--- src/rtl/kfps2kb_scancode_queue_if.sv ---
// Bus bundle between the PS/2 receiver / CPU port logic and the scancode queue.
// master drives received bytes, lookup results and pops; slave is the queue.
interface kfps2kb_scancode_queue_if #(
  parameter int DEPTH = 16
);
  localparam int CW = $clog2(DEPTH + 1);

  logic          enable;
  logic          flush;
  logic          rx_valid;
  logic [7:0]    rx_data;
  logic          rx_error;
  logic [7:0]    xlat_code;
  logic [7:0]    xlat_result;
  logic          irq;
  logic [7:0]    keycode;
  logic          clear_keycode;
  logic [CW-1:0] count;
  logic          overflow;

  modport master (
    output enable, flush, rx_valid, rx_data, rx_error, xlat_result, clear_keycode,
    input  xlat_code, irq, keycode, count, overflow
  );

  modport slave (
    input  enable, flush, rx_valid, rx_data, rx_error, xlat_result, clear_keycode,
    output xlat_code, irq, keycode, count, overflow
  );
endinterface

--- src/rtl/kfps2kb_scancode_queue.sv ---
// PS/2 set-2 front end: prefix tracking, optional set-1 translation and a
// scancode FIFO presented to the CPU one code per clear_keycode pop.
module kfps2kb_scancode_queue #(
  parameter int DEPTH = 16,
  parameter int XLAT  = 1
) (
  input  logic                           clock,
  input  logic                           reset_n,
  kfps2kb_scancode_queue_if.slave        bus
);
  localparam int AW = $clog2(DEPTH);
  localparam int CW = $clog2(DEPTH + 1);

  typedef enum logic [2:0] {IDLE, PRE, BRK, PREBRK, EMIT} state_t;

  state_t        state, state_nxt;
  logic [7:0]    lat_q, lat_nxt;
  logic          wr_req;
  logic [7:0]    wr_val;
  logic          brk;

  logic [7:0]    mem [DEPTH];
  logic [AW-1:0] wr_ptr, rd_ptr;
  logic [CW-1:0] count_q, count_nxt;
  logic          ovf_q;
  logic          push, pop, set_ovf;
  logic [7:0]    push_val;

  assign brk = (state == BRK) || (state == PREBRK);

  // Decoder: at most one FIFO write request per edge (strobes are ignored in EMIT).
  always_comb begin
    state_nxt = state;
    lat_nxt   = lat_q;
    wr_req    = 1'b0;
    wr_val    = 8'h00;
    if (state == EMIT) begin
      wr_req    = 1'b1;
      wr_val    = lat_q;
      state_nxt = IDLE;
    end else if (bus.rx_error) begin
      wr_req    = 1'b1;
      wr_val    = 8'hFF;
      state_nxt = IDLE;
    end else if (bus.rx_valid) begin
      if (XLAT == 0) begin
        wr_req = (bus.rx_data != 8'hFA);
        wr_val = bus.rx_data;
      end else begin
        case (bus.rx_data)
          8'hFA, 8'hEE: ;
          8'h00, 8'hFF: begin
            wr_req    = 1'b1;
            wr_val    = 8'hFF;
            state_nxt = IDLE;
          end
          8'hAA: begin
            wr_req    = 1'b1;
            wr_val    = 8'hAA;
            state_nxt = IDLE;
          end
          8'hE1: begin
            wr_req = 1'b1;
            wr_val = 8'hE1;
          end
          8'hE0: begin
            if (state == IDLE)     state_nxt = PRE;
            else if (state == BRK) state_nxt = PREBRK;
          end
          8'hF0: begin
            if (state == IDLE)     state_nxt = BRK;
            else if (state == PRE) state_nxt = PREBRK;
          end
          default: begin
            state_nxt = IDLE;
            if (state == IDLE || state == BRK) begin
              wr_req = 1'b1;
              wr_val = bus.xlat_result | (brk ? 8'h80 : 8'h00);
            end else if (bus.rx_data != 8'h12 && bus.rx_data != 8'h59) begin
              // Extended key: E0 now, translated code on the EMIT edge.
              wr_req    = 1'b1;
              wr_val    = 8'hE0;
              lat_nxt   = bus.xlat_result | (brk ? 8'h80 : 8'h00);
              state_nxt = EMIT;
            end
          end
        endcase
      end
    end
  end

  // Last free slot takes an FF overrun marker; everything after is dropped until drained.
  always_comb begin
    push     = 1'b0;
    set_ovf  = 1'b0;
    push_val = wr_val;
    if (wr_req && !ovf_q) begin
      if (count_q < CW'(DEPTH - 1)) begin
        push = 1'b1;
      end else if (count_q == CW'(DEPTH - 1)) begin
        push     = 1'b1;
        push_val = 8'hFF;
        set_ovf  = 1'b1;
      end
    end
    pop = bus.clear_keycode && (count_q != '0);
    count_nxt = count_q;
    if (push && !pop)      count_nxt = count_q + CW'(1);
    else if (!push && pop) count_nxt = count_q - CW'(1);
  end

  always_ff @(posedge clock or negedge reset_n) begin
    if (!reset_n) begin
      state   <= IDLE;
      lat_q   <= 8'h00;
      wr_ptr  <= '0;
      rd_ptr  <= '0;
      count_q <= '0;
      ovf_q   <= 1'b0;
    end else if (bus.flush) begin
      state   <= IDLE;
      lat_q   <= 8'h00;
      wr_ptr  <= '0;
      rd_ptr  <= '0;
      count_q <= '0;
      ovf_q   <= 1'b0;
    end else begin
      state   <= state_nxt;
      lat_q   <= lat_nxt;
      count_q <= count_nxt;
      if (push) wr_ptr <= wr_ptr + AW'(1);
      if (pop)  rd_ptr <= rd_ptr + AW'(1);
      if (set_ovf)                ovf_q <= 1'b1;
      else if (count_nxt == '0)   ovf_q <= 1'b0;
    end
  end

  always_ff @(posedge clock) begin
    if (push && !bus.flush) mem[wr_ptr] <= push_val;
  end

  assign bus.xlat_code = bus.rx_data;
  assign bus.keycode   = (count_q != '0) ? mem[rd_ptr] : 8'h00;
  assign bus.irq       = bus.enable && (count_q != '0);
  assign bus.count     = count_q;
  assign bus.overflow  = ovf_q;

endmodule

--- src/flat_wrapper.sv ---
// flat-port wrapper written by rule: the top's interface ports become plain ports
module kfps2kb_scancode_queue_flat 
#(
  parameter int DEPTH = 16,
  parameter int XLAT  = 1
)
  (clock, reset_n, bus_enable, bus_flush, bus_rx_valid, bus_rx_data, bus_rx_error, bus_xlat_result, bus_clear_keycode, bus_xlat_code, bus_irq, bus_keycode, bus_count, bus_overflow);
  kfps2kb_scancode_queue_if #(.DEPTH(DEPTH)) bus_i ();
  input  logic clock;
  input  logic reset_n;
  input wire logic [$bits(bus_i.enable)-1:0] bus_enable;
  input wire logic [$bits(bus_i.flush)-1:0] bus_flush;
  input wire logic [$bits(bus_i.rx_valid)-1:0] bus_rx_valid;
  input wire logic [$bits(bus_i.rx_data)-1:0] bus_rx_data;
  input wire logic [$bits(bus_i.rx_error)-1:0] bus_rx_error;
  input wire logic [$bits(bus_i.xlat_result)-1:0] bus_xlat_result;
  input wire logic [$bits(bus_i.clear_keycode)-1:0] bus_clear_keycode;
  output wire logic [$bits(bus_i.xlat_code)-1:0] bus_xlat_code;
  output wire logic [$bits(bus_i.irq)-1:0] bus_irq;
  output wire logic [$bits(bus_i.keycode)-1:0] bus_keycode;
  output wire logic [$bits(bus_i.count)-1:0] bus_count;
  output wire logic [$bits(bus_i.overflow)-1:0] bus_overflow;
  assign bus_i.enable = bus_enable;
  assign bus_i.flush = bus_flush;
  assign bus_i.rx_valid = bus_rx_valid;
  assign bus_i.rx_data = bus_rx_data;
  assign bus_i.rx_error = bus_rx_error;
  assign bus_i.xlat_result = bus_xlat_result;
  assign bus_i.clear_keycode = bus_clear_keycode;
  assign bus_xlat_code = bus_i.xlat_code;
  assign bus_irq = bus_i.irq;
  assign bus_keycode = bus_i.keycode;
  assign bus_count = bus_i.count;
  assign bus_overflow = bus_i.overflow;
  kfps2kb_scancode_queue #(.DEPTH(DEPTH), .XLAT(XLAT)) u_core (.clock(clock), .reset_n(reset_n), .bus(bus_i));
endmodule
--- config.mk ---
export PLATFORM = sky130hd
export DESIGN_NAME = kfps2kb_scancode_queue_flat
export DESIGN_NICKNAME = d
export VERILOG_FILES = /design/src/rtl/kfps2kb_scancode_queue_if.sv /design/src/rtl/kfps2kb_scancode_queue.sv /design/src/flat_wrapper.sv
export SDC_FILE = /design/constraint.sdc
export NUM_CORES = 1
export LEC_CHECK = 0
export BUFFER_PORTS_ARGS = -buffer_cell sky130_fd_sc_hd__buf_2
export CORE_UTILIZATION = 40
export CTS_BUF_LIST = sky130_fd_sc_hd__clkbuf_8
export DETAILED_ROUTE_END_ITERATION = 7
export MAX_ROUTING_LAYER = met4
export PLACE_DENSITY = 0.59
export SLEW_MARGIN = 20
export SYNTH_ARGS = -nofsm -noshare
export SYNTH_HDL_FRONTEND = slang
export SYNTH_SLANG_ARGS = --single-unit
--- constraint.sdc ---
create_clock -name clock -period 5.8 [get_ports clock]
set_input_delay 0.29 -clock clock [delete_from_list [all_inputs] [get_ports clock]]
set_output_delay 0.29 -clock clock [all_outputs]
set_load 0.02 [all_outputs]
== Word-level counts from Yosys, hierarchy flattened ==
Memory sizes are Yosys's and may differ from the RTL's.
Cells that the tools add are included.
Word-level totals
  output and inout port bits: 23
  register bits after elaboration: 25
  memories: 1
  memory bits (writable): 128
Operators by class
  equal/unequal tests: 21
  add/subtract/negate cells: 4
  reduce and logical (&&, ||, !) cells: 31
  order comparisons: 1
  multiplexer cells: 52
  bitwise gates (word level): 1
Memory list
  u_core.mem: depth 16, width 8, rd ports 1, clocked after memory_dff 0, wr ports 1, RTL line kfps2kb_scancode_queue.sv:22  | logic [7:0] mem [DEPTH];
Operator list (count)
  2-to-1 mux 8 bit: 17
  == test 8 bit, second input constant: 7
  one-hot mux 8 bit (4 select lines): 1
  2-to-1 mux 3 bit: 10
  2-to-1 mux 4 bit: 4
  2-to-1 mux 1 bit: 15
  2-to-1 mux 5 bit: 3
  inequality test 6 x 3 -> 1 bit, second input constant: 2
  one-hot mux 3 bit (4 select lines): 1
  adder 4 x 1 -> 4 bit, second input constant: 2
  zero test 8 bit: 1
  inequality test 8 x 5 -> 1 bit, second input constant: 1
  inequality test 8 x 7 -> 1 bit, second input constant: 1
  bitwise OR 8 bit: 1
  nonzero test 2 bit: 4
  OR reduction 4 bit: 2
  OR reduction 8 bit: 1
  logical AND 1 bit: 7
  == test 3 x 2 -> 1 bit, second input constant: 2
  inequality test 2 bit, second input constant: 3
  AND reduction 6 bit: 1
  OR reduction 3 bit: 2
  adder 5 x 1 -> 5 bit, second input constant: 1
  == test 5 x 4 -> 1 bit, second input constant: 1
  other kinds (16): 20

== Longest topological paths before layout ==
  depth in word-level cells: 18
  depth in mapped cells: 11

== Least setup slack after synthesis ==
OpenSTA, ideal clock, no wires.
  kind: reg2reg
  start point: reg u_core.count_q[1], in the netlist u_core.bus.count[1]
  end point: mem u_core.mem[3][0] (enable)
  stages on the path, launching flop included: 10
  path buffers: 1
  data arrival time: 2.637 ns
  data required time: 5.402 ns
  setup time: 0.398 ns
  setup slack: 2.765 ns
  path through: dfrtp_1 > ha_1 > and3_1 > ha_1 > nor2b_1 > or2_1 > a21oi_2 > nand2b_1 > clkbuf_1 > nor4b_1
On the way
  word-level cells in the longest chain between the ends: 7
RTL lines
  start: declaration: RTL line kfps2kb_scancode_queue.sv:24  | logic [CW-1:0] count_q, count_nxt;
  start signal: assignment: RTL line kfps2kb_scancode_queue.sv:130  | count_q <= count_nxt;
  branches (longest 2 deep; another with less-than comparator 5 x 4 -> 1 bit)
  2-to-1 mux 1 bit (*): RTL line kfps2kb_scancode_queue.sv:98  | if (count_q < CW'(DEPTH - 1)) begin
  2-to-1 mux 1 bit (*): RTL line kfps2kb_scancode_queue.sv:97  | if (wr_req && !ovf_q) begin
  logical AND 1 bit (*): RTL line kfps2kb_scancode_queue.sv:139  | if (push && !bus.flush) mem[wr_ptr] <= push_val;
  2-to-1 mux 1 bit (*): RTL line kfps2kb_scancode_queue.sv:139
  2-to-1 mux 1 bit (not written as such) (*): RTL line kfps2kb_scancode_queue.sv:139
  end: declaration: RTL line kfps2kb_scancode_queue.sv:22
Mark *: on every way between the ends.

== Worst setup path in the final report ==
  start point: reg u_core.count_q[1], in the netlist u_core.bus.count[1]
  end point: mem u_core.mem[3][3] (enable)
The elaborated chain is that of the path after synthesis.

==> flow_summary.html <==
<table>
<tr><th>Metric</th><th>Value</th></tr>
<tr><th colspan="2">Clock network</th></tr>
<tr><td>CTS max path bufs</td><td>2</td></tr>
<tr><td>CTS H-tree lvls</td><td>4</td></tr>
<tr><td>Master cell of the clock root buffer</td><td>sky130_fd_sc_hd__clkbuf_8</td></tr>
<tr><td>Worst-skew pair later-pin latency</td><td>0.45 ns</td></tr>
<tr><td>Number of resized instances in the post-cts repair step</td><td>0</td></tr>
<tr><td>Number of clock buffers inserted by TritonCTS</td><td>17</td></tr>
<tr><td>Post-CTS setup buffer count</td><td>0</td></tr>
<tr><td>CTS tree</td><td>done</td></tr>
<tr><td>Quantity of hold-fixing buffers added after cts</td><td>1</td></tr>
<tr><td>TritonCTS sink count</td><td>153</td></tr>
<tr><td>Clock slew seen by the registers of the worst setup and hold paths</td><td>0.08 ns</td></tr>
<tr><th colspan="2">Setup path</th></tr>
<tr><td>CP max FO</td><td>11</td></tr>
<tr><td>Register-to-register setup slack</td><td>2.63 ns</td></tr>
<tr><td>Setup Crit Path Kind</td><td>flip-flop to flip-flop</td></tr>
<tr><td>Startpoint type of the worst setup path</td><td>flip-flop</td></tr>
<tr><td>Kind of end point of the critical path</td><td>flip-flop</td></tr>
<tr><td>Arr. time, crit path</td><td>3.25 ns</td></tr>
<tr><td>Required time of the critical path</td><td>5.87 ns</td></tr>
<tr><th colspan="2">Global routing</th></tr>
<tr><td>Total congestion overflow after global routing</td><td>0</td></tr>
<tr><td>Global-route wire length before repair</td><td>22.2 mm</td></tr>
<tr><td>Via count of the first global-routing pass</td><td>3904</td></tr>
<tr><td>Largest net degree at the start of global routing</td><td>36</td></tr>
<tr><td>Number of antenna violations at the first check in global routing</td><td>0</td></tr>
<tr><td>Total Routing Usage GR</td><td>0.176</td></tr>
<tr><th colspan="2">Detailed routing</th></tr>
<tr><td>Number of routed nets with antenna violations</td><td>0</td></tr>
<tr><td>Total length of routed wires</td><td>13.9 mm</td></tr>
<tr><td>Detail-routed via count per cell</td><td>5.39</td></tr>
<tr><td>Count of unresolved DRC violations after routing</td><td>0</td></tr>
<tr><td>Avg WL per Cell</td><td>19.4 µm</td></tr>
<tr><td>Via count</td><td>3870</td></tr>
<tr><td>Number of detailed-route iterations in the first pass</td><td>4</td></tr>
<tr><td>Number of DRC markers in iteration 0</td><td>307</td></tr>
<tr><th colspan="2">Timing</th></tr>
<tr><td>Clock period minus worst slack</td><td>3.17 ns</td></tr>
<tr><td>Clock skew</td><td>0.0111 ns</td></tr>
<tr><td>Final Max Slew Viols</td><td>0</td></tr>
<tr><td>Max-Slew Margin vs Limit</td><td>0.368</td></tr>
<tr><td># setup viols final</td><td>0</td></tr>
<tr><td>Final cycle utilization of the critical path</td><td>0.547</td></tr>
<tr><td>Final Hold Viols</td><td>0</td></tr>
<tr><td>Maximum operating frequency</td><td>315 MHz</td></tr>
<tr><td>Total Neg Setup Slack</td><td>0 ns</td></tr>
<tr><td>Setup repair after global routing missed its margin</td><td>no</td></tr>
<tr><td>Actual slew at the worst max-slew pin</td><td>0.944 ns</td></tr>
<tr><th colspan="2">Pwr</th></tr>
<tr><td>Combinational fraction of design power</td><td>0.294</td></tr>
<tr><td>Switching part of the total</td><td>0.324</td></tr>
<tr><td>Clock share of power</td><td>0.254</td></tr>
<tr><td>Cell internal pwr</td><td>1960 µW</td></tr>
<tr><td>Max rail drop VDD</td><td>0.000162 V</td></tr>
<tr><td>Sequential Power Share</td><td>0.452</td></tr>
<tr><td>Pwr/cell area</td><td>379 nW/µm²</td></tr>
<tr><td>P_leak</td><td>0.00260 µW</td></tr>
<tr><td>Switching power</td><td>940 µW</td></tr>
<tr><th colspan="2">Layout</th></tr>
<tr><td>Net count of the finished layout</td><td>517</td></tr>
<tr><td>Finished Layout Cells</td><td>718</td></tr>
<tr><td>Leading cell types in the layout, fill and taps excluded</td><td>128 x sky130_fd_sc_hd__edfxtp_1, 45 x sky130_fd_sc_hd__nor2_1, 45 x sky130_fd_sc_hd__buf_2</td></tr>
<tr><td>Post-route core utilization</td><td>0.459</td></tr>
<tr><td># diodes</td><td>0</td></tr>
<tr><td>Most common library cell in the layout ignoring fill and taps</td><td>sky130_fd_sc_hd__edfxtp_1</td></tr>
<tr><td>Synthesis-to-layout area growth</td><td>11.2%</td></tr>
<tr><td>Share of post-route cells with drive strength above 1</td><td>0.297</td></tr>
<tr><th colspan="2">Floorplanning</th></tr>
<tr><td>Initial cell density of the core</td><td>0.413</td></tr>
<tr><td>Die Y-Extent</td><td>133 µm</td></tr>
<tr><td>Number of rows in the core area</td><td>47</td></tr>
<tr><td>Die ar.</td><td>17800 µm²</td></tr>
<tr><td>Die width</td><td>133 µm</td></tr>
<tr><td>Number of top-level pins</td><td>46</td></tr>
<tr><td>Std-Cell Core Area</td><td>16700 µm²</td></tr>
<tr><th colspan="2">Placed design</th></tr>
<tr><td>Final Wtd Congestion</td><td>0.864</td></tr>
<tr><td>Detailed-placement wirelength estimate</td><td>9.48 mm</td></tr>
<tr><td>IO buf count</td><td>45</td></tr>
<tr><td>Cell count after placement</td><td>686</td></tr>
<tr><th colspan="2">Synth</th></tr>
<tr><td>Area of the mapped netlist</td><td>6890 µm²</td></tr>
<tr><td>Mean instance size in the synthesized netlist</td><td>15.6 µm²</td></tr>
<tr><td>Post-synthesis cell type count</td><td>56</td></tr>
<tr><td>Post-synthesis sequential element count</td><td>153</td></tr>
<tr><td>Synth async-reset ratio</td><td>0.163</td></tr>
<tr><td>Predominant post-synthesis flop cell</td><td>sky130_fd_sc_hd__edfxtp_1</td></tr>
<tr><td>Number of flops mapped to enable cells by yosys</td><td>128</td></tr>
<tr><td>Count of warnings emitted by yosys</td><td>0</td></tr>
<tr><td>Syn nets</td><td>472</td></tr>
<tr><td>Sequential-to-total area share from yosys stat</td><td>0.649</td></tr>
<tr><td>Gate count of the mapped netlist</td><td>441</td></tr>
<tr><th colspan="2">Outcome</th></tr>
<tr><td>Result of the run</td><td>finished, final reports clean</td></tr>
<tr><th colspan="2">Run</th></tr>
<tr><td>MaxCap Viol Count</td><td>0</td></tr>
<tr><th colspan="2">Worst hold path</th></tr>
<tr><td>Kind of path behind the tightest hold check</td><td>input pin to flip-flop</td></tr>
</table>
==> flip-flops by register name (all words and copies together) (netlist names) <==
| name | count |
|---|---|
| u_core.bus.count | 5 |
| u_core.bus.overflow | 1 |
| u_core.lat_q | 8 |
| u_core.mem | 128 |
| u_core.rd_ptr | 4 |
| u_core.state | 3 |
| u_core.wr_ptr | 4 |
==> synthesized netlist by cell type (all sizes together), types with 8 or more instances <==
| library cell | number | area (µm²) |
|---|---|---|
| ha | 8 | 100 |
| buf | 20 | 144 |
| nor2 | 48 | 198 |
| mux4 | 40 | 901 |
| dfrtp | 25 | 626 |
| nand2 | 23 | 86.3 |
| mux2i | 8 | 80.1 |
| clkbuf | 10 | 38.8 |
| inv | 8 | 30.0 |
| a21oi | 16 | 87.6 |
| edfxtp | 128 | 3840 |
| nor3 | 8 | 45.0 |
| nor2b | 16 | 100 |
| o21ai | 17 | 85.1 |
==> cells by family (layout without fill, tap and decap cells) <==
logic type / Yosys count / after routing / share of synthesized area
buffers and inverters: 38 / 95 / 0.0309
AOI/OAI and AO/OA: 51 / 51 / 0.0481
xor gates and xnor gates: 10 / 10 / 0.0127
adders and majority gates: 8 / 8 / 0.0145
muxes: 49 / 49 / 0.144
and+or+nand+nor: 132 / 132 / 0.101
DFF: 153 / 153 / 0.649
==> metrics by stage <==
step | instance area [µm²] | setup slack [ns] | hold WS (ns) | total power, µW
after CTS | 7660 | 2.59 | 0.0870 | 2940
after floorplan | 6890 | 2.77 | -0.00559 | 1970
after global routing | 7660 | 2.30 | 0.101 | 3050
final | 7660 | 2.63 | 0.113 | 2900
after global placement | 7290 | 2.70 | 0.325 | 2200
after detailed placement | 7290 | 2.62 | 0.336 | 2200
==> power by group through the flow <==
stage	registers, µW	clock network [µW]	logic [µW]
2_1_floorplan	1340	0	628
3_3_place_gp	1330	0	864
3_5_place_dp	1340	0	868
4_1_cts	1310	755	872
5_1_grt	1320	793	940
6_report	1310	738	853
==> path summary, 6_finish.rpt <==
check / start / depth (start not counted) / end
setup / recovery: u_core.bus.count[1]$_DFF_PN0_ / 8 / u_core.mem[3][3]$_DFFE_PP_
hold / removal: bus_xlat_result[6] / 3 / u_core.lat_q[6]$_DFFE_PN0P_
setup reg to reg: u_core.bus.count[1]$_DFF_PN0_ / 8 / u_core.mem[3][3]$_DFFE_PP_
hold reg to reg: u_core.lat_q[5]$_DFFE_PN0P_ / 2 / u_core.lat_q[5]$_DFFE_PN0P_
max in group asynchronous: reset_n / 2 / u_core.rd_ptr[0]$_DFFE_PN0P_
min in group asynchronous: reset_n / 2 / u_core.bus.count[0]$_DFF_PN0_
==> final cells by class <==
cell class	instances	area (µm²)
Fill cell	1486	9040
Sequential cell	153	4470
Multi-Input combinational cell	250	2220
Timing Repair Buffer	56	310
Tap cell	220	275
Clock buffer	17	234
Clock inverter	14	125
Inverter	8	30.0
==> per-layer routing <==
| layer | wire, µm | up-vias | share of wire | track usage |
|---|---|---|---|---|
| met5 | 0 | - | 0 | - |
| met4 | 153 | 0 | 0.011 | 0.0568 |
| met3 | 621 | 13 | 0.045 | 0.0342 |
| met2 | 6940 | 116 | 0.50 | 0.273 |
| met1 | 6200 | 1958 | 0.45 | 0.233 |
| li1 | - | 1783 | - | - |
==> critical path: stages (launching register included) <==
cell,delay (ns)
sky130_fd_sc_hd__dfrtp_1,0.45
sky130_fd_sc_hd__ha_1,0.20
sky130_fd_sc_hd__and3_1,0.16
sky130_fd_sc_hd__ha_1,0.18
sky130_fd_sc_hd__nor2b_1,0.07
sky130_fd_sc_hd__or2_1,0.23
sky130_fd_sc_hd__a21oi_2,0.39
sky130_fd_sc_hd__nand2b_1,0.31
sky130_fd_sc_hd__nor4b_2,0.80
(Power assumes the default switching activity.)
